[config.mk]
export PLATFORM = sky130hd
export DESIGN_NAME = calc_mvd_cost_multi
export DESIGN_NICKNAME = d
export VERILOG_FILES = /design/src/rtl/calc_mvd_cost_multi.sv
export SDC_FILE = /design/constraint.sdc
export NUM_CORES = 2
export LEC_CHECK = 0
export ABC_AREA = 1
export ABC_CLOCK_PERIOD_IN_PS = 8200
export CAP_MARGIN = 20
export CORE_MARGIN = 4
export CORE_UTILIZATION = 40
export CTS_CLUSTER_SIZE = 20
export DETAILED_ROUTE_END_ITERATION = 12
export DONT_BUFFER_PORTS = 1
export RECOVER_POWER = 25
export SETUP_SLACK_MARGIN = 0.5
export SYNTH_ARGS = -nofsm -noshare
export SYNTH_HDL_FRONTEND = slang
export SYNTH_SLANG_ARGS = --single-unit
export TNS_END_PERCENT = 1
[constraint.sdc]
create_clock -name ap_clk -period 8.2 [get_ports ap_clk]
set_input_delay 1.23 -clock ap_clk [delete_from_list [all_inputs] [get_ports ap_clk]]
set_output_delay 1.23 -clock ap_clk [all_outputs]
set_load 0.05 [all_outputs]
[src/rtl/calc_mvd_cost_multi.sv]
// Sequential MVD cost unit: scans up to NUM_CAND predictor candidates, one per cycle, and returns the cheapest.
// Optional ZERO_MVD_EARLY_EXIT_EN stops the scan at the first candidate that matches the MV exactly.
module calc_mvd_cost_multi #(
  parameter int NUM_CAND = 4,
  parameter int MV_W     = 16,
  parameter int FRAC_W   = 64
) (
  input  logic                         ap_clk,
  input  logic                         ap_rst,
  input  logic                         ap_start,
  output logic                         ap_done,
  output logic                         ap_idle,
  output logic                         ap_ready,
  input  logic [31:0]                  x,
  input  logic [31:0]                  y,
  input  logic [31:0]                  mv_shift,
  input  logic [NUM_CAND*2*MV_W-1:0]   mv_cand,
  input  logic [3:0]                   num_cand,
  input  logic [63:0]                  lambda_sqrt_integer_int64,
  input  logic [FRAC_W-1:0]            lambda_sqrt_decimal_int64,
  output logic [63:0]                  bitcost,
  output logic                         bitcost_ap_vld,
  output logic [2:0]                   best_idx,
  output logic [63:0]                  mvd_cost_int64,
  output logic                         mvd_cost_int64_ap_vld
);

  localparam int IDX_W = (NUM_CAND > 1) ? $clog2(NUM_CAND) : 1;

  typedef enum logic [1:0] {S_IDLE, S_SCAN, S_MULT, S_DONE} state_t;

  state_t                 state_q, state_d;
  logic signed [31:0]     xs_q, ys_q;
  logic [3:0]             n_q, n_clamp;
  logic [63:0]            lam_q;
  logic signed [MV_W-1:0] cand_x_q [NUM_CAND];
  logic signed [MV_W-1:0] cand_y_q [NUM_CAND];
  logic [IDX_W-1:0]       idx_q, min_idx_q;
  logic [7:0]             min_total_q, total;
  logic signed [32:0]     dx, dy;
  logic                   is_last, scan_end;
  logic                   unused_bits;

  assign unused_bits = ^{mv_shift[31:5], lambda_sqrt_decimal_int64[FRAC_W-2:0]};

  // Exp-Golomb code length: 2*floor(log2(k+1)) + 1 with k the signed-to-unsigned mapping of d.
  function automatic logic [6:0] eg_len(input logic signed [32:0] d);
    logic signed [34:0] d2;
    logic [34:0]        kp1;
    logic [5:0]         msb;
    d2 = {d[32], d, 1'b0};
    if (!d[32] && (d != '0)) kp1 = d2;
    else                     kp1 = 35'd1 - d2;
    msb = '0;
    for (int i = 0; i < 35; i++)
      if (kp1[i]) msb = 6'(i);
    return {msb, 1'b1};
  endfunction

  // Truncated-unary index cost: the last candidate drops the terminating bit.
  function automatic logic [3:0] idx_cost(input logic [3:0] i, input logic [3:0] n);
    if (n == 4'd1)            return 4'd0;
    else if (i < n - 4'd1)    return i + 4'd1;
    else                      return i;
  endfunction

  // NOTE: every combinational output gets a default before any branch so no latch is inferred.
  always_comb begin
    n_clamp = num_cand;
    if (num_cand == 4'd0)                 n_clamp = 4'd1;
    else if (num_cand > 4'(NUM_CAND))     n_clamp = 4'(NUM_CAND);
  end

  always_comb begin
    dx      = {xs_q[31], xs_q} - {{(33-MV_W){cand_x_q[idx_q][MV_W-1]}}, cand_x_q[idx_q]};
    dy      = {ys_q[31], ys_q} - {{(33-MV_W){cand_y_q[idx_q][MV_W-1]}}, cand_y_q[idx_q]};
    total   = 8'(eg_len(dx)) + 8'(eg_len(dy)) + 8'(idx_cost(4'(idx_q), n_q));
    is_last = (4'(idx_q) == n_q - 4'd1);
  end

`ifdef ZERO_MVD_EARLY_EXIT_EN
  // A later candidate carries a higher index cost, so it can never strictly beat an exact match.
  assign scan_end = is_last || ((dx == '0) && (dy == '0));
`else
  assign scan_end = is_last;
`endif

  // NOTE: sequential state is updated with non-blocking assignments only.
  always_ff @(posedge ap_clk) begin
    if (ap_rst) state_q <= S_IDLE;
    else        state_q <= state_d;
  end

  always_comb begin
    state_d               = state_q;
    ap_idle               = 1'b0;
    ap_done               = 1'b0;
    case (state_q)
      S_IDLE: begin
        ap_idle = 1'b1;
        if (ap_start) state_d = S_SCAN;
      end
      S_SCAN:  if (scan_end) state_d = S_MULT;
      S_MULT:  state_d = S_DONE;
      S_DONE: begin
        ap_done = 1'b1;
        state_d = S_IDLE;
      end
      default: state_d = S_IDLE;
    endcase
  end

  assign ap_ready              = ap_done;
  assign bitcost_ap_vld        = ap_done;
  assign mvd_cost_int64_ap_vld = ap_done;

  // NOTE: operand and scan registers are always loaded before use, so they carry no reset.
  always_ff @(posedge ap_clk) begin
    if (state_q == S_IDLE && ap_start) begin
      xs_q  <= x << mv_shift[4:0];
      ys_q  <= y << mv_shift[4:0];
      n_q   <= n_clamp;
      lam_q <= lambda_sqrt_integer_int64 + 64'(lambda_sqrt_decimal_int64[FRAC_W-1]);
      idx_q <= '0;
      for (int i = 0; i < NUM_CAND; i++) begin
        cand_x_q[i] <= mv_cand[(2*i)*MV_W +: MV_W];
        cand_y_q[i] <= mv_cand[(2*i+1)*MV_W +: MV_W];
      end
    end else if (state_q == S_SCAN) begin
      idx_q <= idx_q + IDX_W'(1);
      // Strict less-than keeps the lower index on ties.
      if (idx_q == '0 || total < min_total_q) begin
        min_total_q <= total;
        min_idx_q   <= idx_q;
      end
    end
  end

  always_ff @(posedge ap_clk) begin
    if (ap_rst) begin
      bitcost        <= '0;
      best_idx       <= '0;
      mvd_cost_int64 <= '0;
    end else if (state_q == S_MULT) begin
      bitcost        <= 64'(min_total_q);
      best_idx       <= 3'(min_idx_q);
      mvd_cost_int64 <= 64'(min_total_q) * lam_q;
    end
  end

endmodule

Word-level counts from Yosys, hierarchy flattened --
Memory sizes are Yosys's and may differ from the RTL's. A register that Yosys moved wholly into a read port is not among the register bits. Cells that the tools add are included.
Cells by class: add/sub/neg operators 10, $mul 1, order comparisons 3, equality and inequality tests 7, shift operators 2, mux-type cells 84, bitwise operators 1, reduce and logical (&&, ||, !) cells 14
Operator list (count):
- 2-to-1 mux 6 bit | 66
- 2-to-1 mux 35 bit | 2
- subtractor 2 x 34 -> 35 bit, first input constant | 2
- nonzero test 33 bit | 2
- subtractor 32 x 16 -> 33 bit | 2
- adder 64 x 1 -> 64 bit | 1
- multiplier 8 x 64 -> 64 bit | 1
- << shifter 32 x 5 -> 32 bit | 2
- 2-to-1 mux 2 bit | 6
- 2-to-1 mux 3 bit | 3
- adder 7 x 7 -> 8 bit | 1
- adder 8 x 4 -> 8 bit | 1
- < comparator 8 bit | 1
- one-hot mux 2 bit (4 select lines) | 1
- 2-to-1 mux 1 bit | 6
- == test 2 bit, second input constant | 2
- == test 2 x 4 -> 1 bit | 1
- == test 4 x 1 -> 1 bit, second input constant | 1
- > comparator 4 x 3 -> 1 bit, second input constant | 1
- logical NOT 2 bit | 2
- logical NOT 4 bit | 1
- < comparator 2 x 4 -> 1 bit | 1
- inequality test 2 bit, second input constant | 2
- subtractor 4 x 1 -> 4 bit, second input constant | 1
- 10 further kinds | 13
Word-level totals: register bits 220, bits in writable memories 128, input port bits 359, output and inout port bits 136, word-level logic and storage cells 136, memories 2
Memories:
- cand_x_q | depth 4, bits a word 16, rd ports 1, clocked after Yosys merged registers in 1, write ports 4, line 36 | logic signed [MV_W-1:0] cand_x_q [NUM_CAND];
- cand_y_q | depth 4, bits a word 16, rd ports 1, clocked after Yosys merged registers in 1, write ports 4, line 37 | logic signed [MV_W-1:0] cand_y_q [NUM_CAND];

Longest topological paths before layout --
depth in word-level cells 43, depth in mapped cells 71, mapped depth without buffers 70

Least setup slack after synthesis --
No wires, ideal clock.
kind reg2reg, start point register (tool-made name), end point register min_idx_q[0] (enable), library setup time 0.341 ns, arrival time 6.931 ns, required time 7.859 ns, slack 0.928 ns, cell stages (with the launch flop) 45, buffers on the path 3, clock period less this slack 7.272 ns, cells stage by stage dfxtp_1 clkbuf_1 clkbuf_1 nand2_1 a32o_1 ha_1 a21o_1 a31oi_1 nor2_1 nor4_1 nand2_1 nand2_1 nand2_1 nor2_1 nand2_1 nor2_1 nand3_2 nand2_2 [9 not listed] nor2_1 o21bai_1 a31oi_1 nor2_1 o21ai_0 nand2_1 fa_1 ha_1 a21oi_1 nand2_1 a21o_1 a21oi_1 xor2_1 ha_1 nand2_1 o21ai_0 a21oi_1 o21a_1
RTL lines:
- to (signal assigned) | line 134 | min_idx_q <= idx_q;
- to (decl) | line 38 | logic [IDX_W-1:0] idx_q, min_idx_q;

==> run metrics <==
WL per Instance 17.0 um; Die Span Y roughly 320 um; final WL 108,000 um; status finished with violations; TritonCTS Buffers 45; Ant. Diodes 0; initial DRC count between 2,000 and 2,500; Syn Inst Count 5,118; Synth Cell Area ~38,000 um^2; Slew HR -217%; Main synth FF type edfxtp_1; Seq/Total Area, Yosys 25.3%; worst skew pair latency about 0.65 ns; failing checks max-capacitance violations, max-slew violations; CTS Sinks 350; root buffer cell clkbuf_16; fin crit period 7.58 ns; most frequent cells in the layout nand2_1 (1,456), inv_1 (906), nor2_1 (394); multi-input combinational cell area 24,700 um^2; vias in the first global route about 32,000; pin count of the biggest net entering global routing around 120; H-tree Lvls 2; final worst-path cycle share ~92%; Final Max Slew Viols 293; die span in x ~320 um; Nets slightly below 6,000; slowest stage delay, CP between 0.5 and 0.6 ns; IO buf count 0; final HPWL from detailed placement ~84,000 um; Setup crit start kind flip-flop; syn_area_per_cell about 7.5 um^2; share of layout cells above drive strength 1 7.78%; FP Rows 113; Max Fclk around 0.13 GHz; Reg clk slew, reported paths about 0.060 ns; Initial Utilization 40.4%; FFs w/ async S/R, synth 0%; die area between 100,000 and 150,000 um^2; EDFF count, synth 270; Fin Clk Skew approximately 0.032 ns; commonest non-fill, non-tap cell in the layout nand2_1; num ports ~500; Storage cell area 9710 um^2; fillers between 9,000 and 10,000; Synth cell types 70; #FFs+latches synth between 300 and 400; Required @ worst endpoint approximately 8.5 ns; Remaining DRCs 0; CTS tree yes; vias per cell between 4 and 5; CP Capture Type flip-flop; RSZ-0062 raised after global routing yes; Hold Fails Final Rpt 0; first-pass GRT wire length ~170,000 um; Least-Margin Pin Slew approximately 4.8 ns; crit path DAT slightly below 8 ns; via count 31,500; Clock Tree Buf Depth 3; most frequent CP cell nand2_1; WS Path Type flip-flop to flip-flop; Final Wtd Congestion about 0.91; Max-Cap Viols 4; GRT Util Overall about a fifth; setup_tns 0 ns; core box area roughly 95,000 um^2; setup violators final 0; Area Growth Syn to Fin 8.71%; DR pass1 iterations 5; # hold bufs at CTS 0; worst hold path class flip-flop to flip-flop; YS warnings 0; initial antenna violation count 4; crit-path max FO 16; GR Overflow Total 0; Detail Route Antenna Nets 0; Worst path slowest cell fa_2
## what timing repair did
| action | 4_1_cts | 5_1_grt |
|---|---|---|
| cloned | 1 | 3 |
| endpoints found under the hold margin | 0 | 0 |
| pin swaps | 7 | 23 |
| endpoints found under the setup margin | 10 | 19 |
| setup buffers | 6 | 13 |
| gates resized for setup | 29 | 131 |
## worst max-delay path, delay by kind of cell (launching register included)
family                     cells  cell delay (ns)
DFF                            1             0.45
AOI/OAI and AO/OA             13             2.17
xor gates and xnor gates       3             0.62
and+or+nand+nor               20             1.86
buffers and inverters          6             0.76
adders and majority gates      4             1.39
## cells by family (layout without fill, tap and decap cells)
group	count (synthesis)	after routing	synth area share [%]
xor gates and xnor gates	218	218	5.01
DFF	350	350	25.3
AOI/OAI and AO/OA	604	604	9.15
muxes	15	15	0.391
buffers and inverters	1210	1098	12.6
and+or+nand+nor	2199	2199	23.7
adders and majority gates	521	521	23.8
other	1	58	0.00976
## Yosys cell counts, types with 11 or more instances
library cell / n / area share (%)
a21oi_1: 190 / 2.5
inv_2: 15 / 0.15
mux2i_1: 15 / 0.39
o21ai_0: 237 / 3.1
a32o_1: 28 / 0.73
buf_1: 27 / 0.26
buf_4: 60 / 1.2
fa_1: 351 / 18
clkbuf_1: 136 / 1.3
nand2_2: 26 / 0.42
inv_1: 907 / 8.9
o211ai_1: 17 / 0.33
nand4_1: 29 / 0.47
nor4_1: 11 / 0.18
nor2_1: 401 / 3.9
nand3_2: 12 / 0.31
o21ai_1: 11 / 0.14
nor2_2: 17 / 0.28
a31oi_1: 32 / 0.52
nand3_1: 149 / 1.9
ha_1: 170 / 5.5
nand2_1: 1470 / 14
dfxtp_1: 80 / 4.2
edfxtp_1: 270 / 21
clkbuf_2: 53 / 0.69
xor2_1: 140 / 3.2
nor3_1: 31 / 0.40
xnor2_1: 76 / 1.7
a211oi_1: 16 / 0.31
## metal layers
layer | global-route usage (%) | vias to the layer above | routed length (um)
met2 | 35.8 | 802 | 51100
met4 | 6.65 | 2 | 3430
met1 | 26.2 | 14900 | 45300
met5 | 0 | - | 13
met3 | 4.85 | 167 | 7790
li1 | - | 15600 | -
## metrics by stage
| stage | instance area [um^2] | setup slack, ns | instances | util, % | hold slack, ns |
|---|---|---|---|---|---|
| after CTS | 41100 | 0.503 | 6312 | 43.2 | 0.530 |
| after global placement | 39400 | 0.190 | 6224 | 41.4 | 0.495 |
| after detailed placement | 39400 | 0.0921 | 6224 | 41.4 | 0.514 |
| after floorplan | 38600 | 0.928 | 5175 | - | 0.463 |
| after global routing | 41800 | 0.0354 | 6328 | 43.9 | 0.539 |
| final | 41800 | 0.621 | 6328 | 43.9 | 0.518 |
## area by class of cell
class	count	area share, %
Sequential cell	350	23.3
Tap cell	1265	3.79
Clock inverter	31	0.812
Timing Repair Buffer	86	1.93
Multi-Input combinational cell	3615	59.1
Clock buffer	50	2.74
Inverter	931	8.42
## worst paths after layout
path | start | endpoint | slack (ns) | depth (start not counted)
worst max-delay path | flip-flop | min_total_q[7] | 0.62 | 46
worst min-delay path | idx_q[1] | min_idx_q[1] | 0.52 | 0
worst max register to register | flip-flop | min_total_q[7] | 0.62 | 46
worst min register to register | idx_q[1] | min_idx_q[1] | 0.52 | 0
## state kept, by name, indices dropped and copies added, names as in the netlist, 4 cells and up, named ones only
signal / flops
xs_q: 32
cand_x_q: 64
mvd_cost_int64: 64
ys_q: 32
bitcost: 8
n_q: 4
cand_y_q: 64
min_total_q: 8
lam_q: 64
Power is left out: the tool's default activity adds up to more than one toggle a clock period on the data nets, which glitch-free logic cannot reach.
